--- src/rtl/wb_pkg.sv ---
// Shared state encoding and default sizing for the write buffer controller.
package wb_pkg;

    localparam int DEF_ADDR_W     = 32;
    localparam int DEF_DATA_W     = 32;
    localparam int DEF_DEPTH      = 4;
    localparam int DEF_GAP_CYCLES = 1;

    typedef enum logic [1:0] {
        IDLE,
        WRITE,
        GAP
    } wb_state_e;

endpackage

--- src/rtl/wb_fifo.sv ---
// Write buffer storage: circular FIFO of address/data pairs with an
// associative lookup that reports the youngest entry matching a read address.
module wb_fifo #(
    parameter int ADDR_W = 32,
    parameter int DATA_W = 32,
    parameter int DEPTH  = 4
) (
    input  logic                     clock,
    input  logic                     reset,
    input  logic                     push_i,
    input  logic [ADDR_W-1:0]        push_addr_i,
    input  logic [DATA_W-1:0]        push_data_i,
    input  logic                     pop_i,
    input  logic [ADDR_W-1:0]        match_addr_i,
    output logic [ADDR_W-1:0]        head_addr_o,
    output logic [DATA_W-1:0]        head_data_o,
    output logic [$clog2(DEPTH):0]   count_o,
    output logic                     full_o,
    output logic                     empty_o,
    output logic                     hit_o,
    output logic [DATA_W-1:0]        hit_data_o
);

    localparam int PW = $clog2(DEPTH);

    logic [ADDR_W-1:0] addrMem [DEPTH];
    logic [DATA_W-1:0] dataMem [DEPTH];
    logic [PW-1:0]     rdPtr_q, wrPtr_q;
    logic [PW:0]       count_q;
    logic              doPop;

    assign doPop   = pop_i && (count_q != '0);
    assign full_o  = (count_q == (PW+1)'(DEPTH));
    assign empty_o = (count_q == '0);
    assign count_o = count_q;
    assign head_addr_o = addrMem[rdPtr_q];
    assign head_data_o = dataMem[rdPtr_q];

    always_ff @(posedge clock) begin
        if (push_i) begin
            addrMem[wrPtr_q] <= push_addr_i;
            dataMem[wrPtr_q] <= push_data_i;
        end
    end

    // DEPTH is a power of two, so pointer wrap is just natural overflow.
    always_ff @(posedge clock) begin
        if (!reset) begin
            rdPtr_q <= '0;
            wrPtr_q <= '0;
            count_q <= '0;
        end else begin
            if (push_i) wrPtr_q <= wrPtr_q + 1'b1;
            if (doPop)  rdPtr_q <= rdPtr_q + 1'b1;
            case ({push_i, doPop})
                2'b10:   count_q <= count_q + 1'b1;
                2'b01:   count_q <= count_q - 1'b1;
                default: count_q <= count_q;
            endcase
        end
    end

    // Scan oldest to youngest so the last match seen is the youngest one.
    always_comb begin
        logic [PW-1:0] idx;
        idx        = '0;
        hit_o      = 1'b0;
        hit_data_o = '0;
        for (int k = 0; k < DEPTH; k++) begin
            idx = rdPtr_q + PW'(k);
            if (((PW+1)'(k) < count_q) && (addrMem[idx] == match_addr_i)) begin
                hit_o      = 1'b1;
                hit_data_o = dataMem[idx];
            end
        end
    end

endmodule

--- src/rtl/write_buffer_ctl.sv ---
// CPU-side write buffer controller that drains posted writes to memory.
// Define WB_FWD_EN to forward buffered data to matching reads instead of draining.
module write_buffer_ctl
    import wb_pkg::*;
#(
    parameter int ADDR_W     = DEF_ADDR_W,
    parameter int DATA_W     = DEF_DATA_W,
    parameter int DEPTH      = DEF_DEPTH,
    parameter int GAP_CYCLES = DEF_GAP_CYCLES
) (
    input  logic                     clock,
    input  logic                     reset,
    input  logic                     cpu_we,
    input  logic [ADDR_W-1:0]        cpu_waddr,
    input  logic [DATA_W-1:0]        cpu_wdata,
    input  logic                     cpu_re,
    input  logic [ADDR_W-1:0]        cpu_raddr,
    output logic [DATA_W-1:0]        cpu_rdata,
    output logic                     cpu_stall,
    output logic [ADDR_W-1:0]        mem_addr,
    output logic [DATA_W-1:0]        mem_wdata,
    output logic                     mem_ctl_we,
    input  logic                     mem_miss,
    input  logic [DATA_W-1:0]        mem_rdata,
    output logic [$clog2(DEPTH):0]   buf_count
);

`ifdef WB_FWD_EN
    localparam bit FWD_EN = 1'b1;
`else
    localparam bit FWD_EN = 1'b0;
`endif

    localparam int GW = (GAP_CYCLES > 1) ? $clog2(GAP_CYCLES) : 1;

    wb_state_e         state_q, state_d;
    logic [GW-1:0]     gapCnt_q, gapCnt_d;
    logic [ADDR_W-1:0] lastAddr_q;

    logic              push, pop, full, empty, hit, hazard, drain, rdStall;
    logic [ADDR_W-1:0] headAddr;
    logic [DATA_W-1:0] headData, hitData;

    wb_fifo #(
        .ADDR_W (ADDR_W),
        .DATA_W (DATA_W),
        .DEPTH  (DEPTH)
    ) u_fifo (
        .clock        (clock),
        .reset        (reset),
        .push_i       (push),
        .push_addr_i  (cpu_waddr),
        .push_data_i  (cpu_wdata),
        .pop_i        (pop),
        .match_addr_i (cpu_raddr),
        .head_addr_o  (headAddr),
        .head_data_o  (headData),
        .count_o      (buf_count),
        .full_o       (full),
        .empty_o      (empty),
        .hit_o        (hit),
        .hit_data_o   (hitData)
    );

    // A write only needs buffer space; a stalled read alongside it does not block it.
    assign push      = reset && cpu_we && !full;
    assign hazard    = cpu_re && hit;
    assign drain     = !empty && (!cpu_re || full || (hazard && !FWD_EN));
    assign mem_wdata = headData;
    assign cpu_stall = reset && (rdStall || (cpu_we && full));

    always_ff @(posedge clock) begin
        if (!reset) begin
            state_q    <= IDLE;
            gapCnt_q   <= '0;
            lastAddr_q <= '0;
        end else begin
            state_q  <= state_d;
            gapCnt_q <= gapCnt_d;
            if (pop) lastAddr_q <= headAddr;
        end
    end

    always_comb begin
        state_d    = state_q;
        gapCnt_d   = gapCnt_q;
        mem_ctl_we = 1'b0;
        mem_addr   = cpu_raddr;
        cpu_rdata  = mem_rdata;
        pop        = 1'b0;
        rdStall    = 1'b0;
        case (state_q)
            IDLE: begin
                if (drain) begin
                    mem_ctl_we = 1'b1;
                    mem_addr   = headAddr;
                    rdStall    = cpu_re;
                    state_d    = WRITE;
                end else if (FWD_EN && hazard) begin
                    cpu_rdata = hitData;
                end else begin
                    rdStall = cpu_re && mem_miss;
                end
            end
            WRITE: begin
                mem_ctl_we = 1'b1;
                mem_addr   = headAddr;
                rdStall    = cpu_re;
                if (!mem_miss) begin
                    pop      = 1'b1;
                    gapCnt_d = '0;
                    state_d  = GAP;
                end
            end
            GAP: begin
                mem_addr = lastAddr_q;
                rdStall  = cpu_re;
                if (gapCnt_q == GW'(GAP_CYCLES - 1)) begin
                    gapCnt_d = '0;
                    state_d  = IDLE;
                end else begin
                    gapCnt_d = gapCnt_q + 1'b1;
                end
            end
            default: state_d = IDLE;
        endcase
        // Reset quiesces the memory side immediately, even mid-drain.
        if (!reset) begin
            state_d    = IDLE;
            gapCnt_d   = '0;
            mem_ctl_we = 1'b0;
            mem_addr   = cpu_raddr;
            cpu_rdata  = mem_rdata;
            pop        = 1'b0;
            rdStall    = 1'b0;
        end
    end

endmodule

--- config.mk ---
export PLATFORM = sky130hd
export DESIGN_NAME = write_buffer_ctl
export DESIGN_NICKNAME = d
export VERILOG_FILES = /design/src/rtl/wb_pkg.sv /design/src/rtl/wb_fifo.sv /design/src/rtl/write_buffer_ctl.sv
export SDC_FILE = /design/constraint.sdc
export NUM_CORES = 1
export LEC_CHECK = 0
export CAP_MARGIN = 20
export CELL_PAD_IN_SITES_DETAIL_PLACEMENT = 0
export CELL_PAD_IN_SITES_GLOBAL_PLACEMENT = 1
export CORE_MARGIN = 4
export CORE_UTILIZATION = 30
export CTS_BUF_LIST = sky130_fd_sc_hd__clkbuf_4 sky130_fd_sc_hd__clkbuf_8
export CTS_CLUSTER_DIAMETER = 40
export DETAILED_ROUTE_END_ITERATION = 10
export PLACE_DENSITY_LB_ADDON = 0.3
export SYNTH_ARGS = -nofsm -noshare
export SYNTH_HDL_FRONTEND = slang
export SYNTH_SLANG_ARGS = --single-unit
--- constraint.sdc ---
create_clock -name clock -period 4.1 [get_ports clock]
set_clock_uncertainty 0.05 [all_clocks]
set_input_delay 0.615 -clock clock [delete_from_list [all_inputs] [get_ports clock]]
set_output_delay 0.615 -clock clock [all_outputs]
set_load 0.02 [all_outputs]
Word level (Yosys, flattened, before mapping)
Memories as Yosys holds them, arrays and structs flattened. A register that Yosys moved wholly into a read port is not among the register bits.
Cells that the tools add are included.
{"block": "op_classes", "n_lt_le_gt_ge": 4, "n_reduce_logical": 26, "mux": 30, "add_sub_neg": 7, "eq_ne": 12}
{"cell": "32-bit == test", "count": 4}
{"cell": "32-bit one-hot mux with 3 select lines", "count": 1}
{"cell": "32-bit 2-to-1 mux", "count": 2}
{"cell": "1-bit 2-to-1 mux", "count": 15}
{"cell": "2-bit 2-to-1 mux", "count": 7}
{"cell": "1-bit logical AND", "count": 12}
{"cell": "1-bit by 3-bit < comparator with 1-bit output, first input constant", "count": 2}
{"cell": "2-bit by 3-bit < comparator with 1-bit output, first input constant", "count": 2}
{"cell": "2-bit != test, second input constant", "count": 3}
{"cell": "1-bit one-hot mux with 2 select lines", "count": 3}
{"cell": "2-bit one-hot mux with 3 select lines", "count": 1}
{"cell": "3-bit one-hot mux with 2 select lines", "count": 1}
{"cell": "2-bit by 1-bit adder with 2-bit output, second input constant", "count": 2}
{"cell": "2-bit adder, second input constant", "count": 2}
{"cell": "2-bit by 1-bit == test with 1-bit output, second input constant", "count": 2}
{"cell": "2-bit == test, second input constant", "count": 2}
{"cell": "2-bit nonzero test", "count": 2}
{"cell": "3-bit by 1-bit adder with 3-bit output, second input constant", "count": 1}
{"cell": "3-bit == test, second input constant", "count": 1}
{"cell": "1-bit zero test", "count": 3}
{"cell": "3-bit zero test", "count": 1}
{"cell": "1-bit logical OR", "count": 3}
{"cell": "3-bit AND reduction", "count": 1}
{"cell": "3-bit nonzero test", "count": 1}
{"cell": "5 further kinds", "count": 5}
{"block": "totals", "out_inout_bits": 101, "ramBits": 256, "inputBits": 133, "register_bits": 42, "wordCells": 87, "memories": 2}
{"name": "u_fifo.addrMem", "depth": 4, "width": 32, "read_ports": 4, "rd_ports_with_merged_regs": 1, "wr": 1, "line": "wb_fifo.sv:26", "source": "logic [ADDR_W-1:0] addrMem [DEPTH];"}
{"name": "u_fifo.dataMem", "depth": 4, "width": 32, "read_ports": 1, "rd_ports_with_merged_regs": 1, "wr": 1, "line": "wb_fifo.sv:27", "source": "logic [DATA_W-1:0] dataMem [DEPTH];"}

Depth between registers and ports, before layout
An unclocked memory read counts as a cell.
{"block": "logic_depth", "ltp_word": 15, "mapped_depth": 14, "depth_no_buf": 10}

Cells and area by module
From an unflattened synthesis, not the netlist that was laid out.
{"block": "unflattened", "hier_cells": 1588, "area_unflattened_um2": 19944.1}
{"mod": "wb_fifo", "seq_area_each_um2": 7867.5, "cells_per_inst": 1302, "area_per_inst_um2": 17630.7, "n_inst": 1}
{"mod": "write_buffer_ctl", "seq_area_each_um2": 680.7, "cells_per_inst": 286, "area_per_inst_um2": 2313.5, "n_inst": 1}

Least setup slack after synthesis
Ideal clock, no wire load.
{"block": "synth_timing", "kind": "register -> output", "from": "reg u_fifo.rdPtr_q[0]", "to": "out mem_addr[0]", "n_path_buf": 4, "t_required_ns": 3.435, "slack_ns": 0.432, "stages_incl_launch_ff": 13, "t_arrival_ns": 3.003, "path_cell_list": "dfxtp_1 > buf_4 > buf_4 > buf_2 > mux4_2 > xnor2_1 > nand4_1 > nor4_1 > nand4_1 > o41ai_4 > or3_1 > buf_6 > a211oi_1"}
{"block": "synth_via", "elab_chain_cells": 13, "word_cells_on_any_way": 19, "cone_classes": "add/sub: 3; eq/ne: 3; mux: 6; reduce/logical: 6; memory: 1"}
{"element": "start: declaration", "line": "wb_fifo.sv:28", "source": "logic [PW-1:0] rdPtr_q, wrPtr_q;"}
{"element": "start signal: assignment", "line": "wb_fifo.sv:54", "source": "if (doPop) rdPtr_q <= rdPtr_q + 1'b1;"}
{"element": "2-bit by 1-bit adder with 2-bit output", "line": "wb_fifo.sv:70", "source": "idx = rdPtr_q + PW'(k);"}
{"element": "memory read 4 x 32 bit (*)"}
{"element": "32-bit == test", "line": "wb_fifo.sv:71", "source": "if (((PW+1)'(k) < count_q) && (addrMem[idx] == match_addr_i)) begin"}
{"element": "1-bit logical AND", "line": "wb_fifo.sv:71"}
{"element": "1-bit 2-to-1 mux (2 in a row)", "line": "wb_fifo.sv:71"}
{"element": "1-bit 2-to-1 mux (*)", "line": "wb_fifo.sv:71"}
{"element": "1-bit logical AND (*)", "line": "write_buffer_ctl.sv:67", "source": "assign hazard = cpu_re && hit;"}
{"element": "1-bit logical OR (*)", "line": "write_buffer_ctl.sv:68", "source": "assign drain = !empty && (!cpu_re || full || (hazard && !FWD_EN));"}
{"element": "1-bit logical AND (*)", "line": "write_buffer_ctl.sv:68"}
{"element": "32-bit 2-to-1 mux (*)", "line": "write_buffer_ctl.sv:94", "source": "if (drain) begin"}
{"element": "32-bit one-hot mux with 3 select lines (*)", "line": "write_buffer_ctl.sv:92", "source": "case (state_q)"}
{"element": "32-bit 2-to-1 mux (*)", "line": "write_buffer_ctl.sv:128", "source": "if (!reset) begin"}
{"element": "end: declaration", "line": "write_buffer_ctl.sv:20", "source": "output logic [ADDR_W-1:0] mem_addr,"}
Mark *: on every way between the ends. The rest lies on a longest branch, timed or not.

Worst setup path in the final report
{"block": "layout_timing", "from": "reg u_fifo.rdPtr_q[0]", "to": "out mem_addr[8]"}
The elaborated chain is that of the path after synthesis.

==> flow_metrics.py <==
metrics = {
    "status": {
        "status": "complete, but fails checks",
        "violations": "setup timing",
    },
    "final_layout": {
        "drive_gt1_frac": 0.378,
        "final_area_sq_um": 24300,
        "multi_input_area_sq_um": 8390,
        "fillerInstances": 5413,
        "layout.nets": 1920,
        "seq_area_sq_um": 8560,
        "area_delta_synth_final_pct": 38.3,
    },
    "global_routing": {
        "antenna_found_initial": 9,
        "overflow": 0,
        "grt_pass1_vias": 13784,
        "track_usage": 0.185,
        "grt_max_degree": 66,
        "grt_pass1_wl_um": 88400,
    },
    "timing": {
        "rsz0062_at_grt": "yes",
        "slew_violations": 0,
        "maxSlewHeadroom": 0.265,
        "max_freq_mhz": 214,
        "hold_violations": 0,
        "worst_pin_slew_ps": 1100,
        "setup_viol": 34,
        "fin_ws_ps": -577,
        "finalCritPeriodShare": 1.14,
        "holdWs_ps": 407,
        "fin_crit_ps": 4680,
    },
    "synthesis": {
        "ys_ff_latch": 299,
        "synth.avg_cell_area_sq_um": 13.0,
        "yosys_warnings": 0,
        "yosysTopAreaCellShare": 0.438,
        "synthesis.area_sq_um": 17500,
        "synth-edff-count": 256,
        "synth-seq-area-share": 0.487,
        "async_reset_ff_frac": 0,
        "synth_largest_area_cell": "edfxtp_1",
        "yosysMostFrequentCell": "edfxtp_1",
        "synthTopCellsByArea": "edfxtp_1 44%, mux4_2 14%, mux2i_1 5.7%",
        "netlist_instances": 1351,
        "synth_ff_type": "edfxtp_1",
        "synth.distinct_cells": 61,
        "synth_common_cells": "256 x edfxtp_1, 106 x mux4_2, 99 x mux2i_1",
        "synth_fp_nets": 1497,
    },
    "flow_run": {
        "drv_cap": 0,
    },
    "placed_design": {
        "pre_cts_slack_ps": -860,
        "place.port_buffers": 169,
        "gp_congestion": 0.933,
        "hpwlAfterDp_um": 43300,
        "dpl_cell_area_sq_um": 22000,
    },
    "power_and_ir_drop": {
        "ir_worst_vdd_v": 0.000341,
        "power_density_nw_per_um2": 341,
        "power_leakage_uw": 0.00838,
    },
    "worst_hold_path": {
        "worst_hold_path.num_cells": 2,
        "hold_end": "lastAddr_q[6]$_SDFFE_PN0P_",
        "min_path_type": "register to register",
        "min-delay-start": "lastAddr_q[6]$_SDFFE_PN0P_",
    },
    "floorplan": {
        "die_y_um": 250,
        "dieArea_sq_um": 62400,
        "fp.dieW_um": 250,
        "rows": 88,
        "coreArea_sq_um": 57800,
        "io_pins": 234,
        "initial_core_util": 0.303,
    },
    "cts": {
        "cts_root_buffer": "clkbuf_8",
        "cts_buffer_depth": 3,
        "cts_buffers": 61,
        "cts_tree": "built",
        "cts.sinks": 299,
        "h-tree-depth": 2,
        "path_clk_slew_ps": 60,
        "clock_latency_ps": 650,
    },
    "worst_setup_path": {
        "cp_data_required_time_ps": 3430,
        "path_common_cell": "buf_6",
        "crit_path_max_incr_delay_ps": 540,
        "crit_slowest_cell": "mux4_2",
        "startpoint_type": "register",
        "critical_path_class": "register to output pin",
        "r2r_slack_ps": 780,
        "worstReg2RegEnd": "state_q[1]$_SDFFE_PN0P_",
        "path_cells": "buf_12 -> buf_8 -> mux4_2 -> xor2_2 -> a21oi_1 -> nor4b_2 -> nand4_1 -> o311ai_4 -> buf_6 -> or3_4 -> buf_12 -> buf_6 -> buf_6 -> a211oi_4 -> buf_6",
        "cp.arrival_ps": 4010,
        "reg2reg_depth": 14,
        "rr_startpoint": "u_fifo.rdPtr_q[1]$_SDFFE_PN0P_",
        "critPathMaxFanout": 10,
        "endpoint_kind": "output pin",
    },
    "detailed_routing": {
        "drtPass1Iterations": 5,
        "antenna_left": 0,
        "wl_per_cell_um": 23.0,
        "vias": 13434,
        "drt_iter0_markers": 860,
        "via_per_inst": 5.18,
        "routed_wl_um": 59700,
        "drc": 0,
    },
}
-- flip-flops by register name, summed over array words and instances (netlist names), named ones only --
name	count
u_fifo.addrMem	128
u_fifo.dataMem	128
lastAddr_q	32
u_fifo.count_o	3
state_q	2
u_fifo.rdPtr_q	2
u_fifo.wrPtr_q	2
-- how the worst max path moves through the flow --
stage               slack (ps)  cells after the start      endpoint                           start
global placement          -800                     12  mem_addr[17]                   cpu_raddr[29]
global route              -750                     15  mem_addr[24]  u_fifo.rdPtr_q[1]$_SDFFE_PN0P_
finish                    -580                     15   mem_addr[8]  u_fifo.rdPtr_q[0]$_SDFFE_PN0P_
detailed placement        -860                     12   mem_addr[0]                   cpu_raddr[29]
CTS                       -740                     13   mem_addr[0]                        register
floorplan                  430                     12   mem_addr[0]  u_fifo.rdPtr_q[0]$_SDFFE_PN0P_
-- cell usage in the layout, fill, tap and decap left out, drive strengths merged, types with 50 or more instances in the layout --
| cell type | netlist | layout |
|---|---|---|
| buf | 98 | 382 |
| edfxtp | 256 | 256 |
| clkdlybuf4s50 | 0 | 135 |
| mux4 | 109 | 109 |
| mux2i | 99 | 99 |
| clkbuf | 60 | 83 |
| nor2 | 81 | 81 |
| nand2 | 78 | 78 |
| xnor2 | 74 | 74 |
| nor3 | 71 | 71 |
| a21oi | 50 | 50 |
-- metrics by stage --
step | instances | total power [uW] | TNS, ps | utilization
6_report | 2595 | 8280 | -16900 | 0.420
5_1_grt | 2590 | 8650 | -22820 | 0.419
4_1_cts | 2585 | 8340 | -20890 | 0.416
3_5_place_dp | 2433 | 4950 | -25640 | 0.381
3_3_place_gp | 2433 | 4940 | -24570 | 0.381
2_1_floorplan | 1351 | 4290 | 0 | -
-- final cells by class --
class,instances,share of cell area
flip-flops and latches,299,0.353
inverters,16,0.00248
diodes,5,0.000516
clock inverters,32,0.0129
clock buffers,82,0.0419
multi-input cells,878,0.346
repair buffers,518,0.204
well taps,765,0.0395
-- layer usage --
layer	track usage	up-vias	part of all wire
met3	0.0418	128	0.067
li1	-	6116	-
met5	0	-	0.00090
met1	0.242	6680	0.43
met4	0.0676	6	0.037
met2	0.302	504	0.47
-- critical path, delay by kind of cell, from the launching register on --
family                    cells  cell delay (ps)
AOI/OAI and AO/OA             3              450
muxes                         1              540
and+or+nand+nor               3              730
DFF                           1              390
xor gates and xnor gates      1              210
buffers and inverters         7             1030
-- report_power, final --
group          internal, uW  switching (uW)
logic                   694             832
registers              3400            41.9
clock network          1940            1380
-- what timing repair did --
item | CTS | global route
cloned | 4 | 1
pin swaps | 14 | 22
buffers inserted | 37 | 12
gates resized for setup | 233 | 56
endpoints found under the setup margin | 34 | 34
hold buffers | 0 | 0
-- cell families (layout without fill, tap and decap cells) --
group,count (synthesis),count (layout),share of synthesized area
and+or+nand+nor,319,319,0.0869
DFF,299,299,0.487
buffers and inverters,174,648,0.0579
xor gates and xnor gates,117,117,0.0584
adders and majority gates,13,13,0.00928
muxes,211,211,0.199
other,0,5,0
AOI/OAI and AO/OA,218,218,0.101
(Power assumes the default switching activity.)
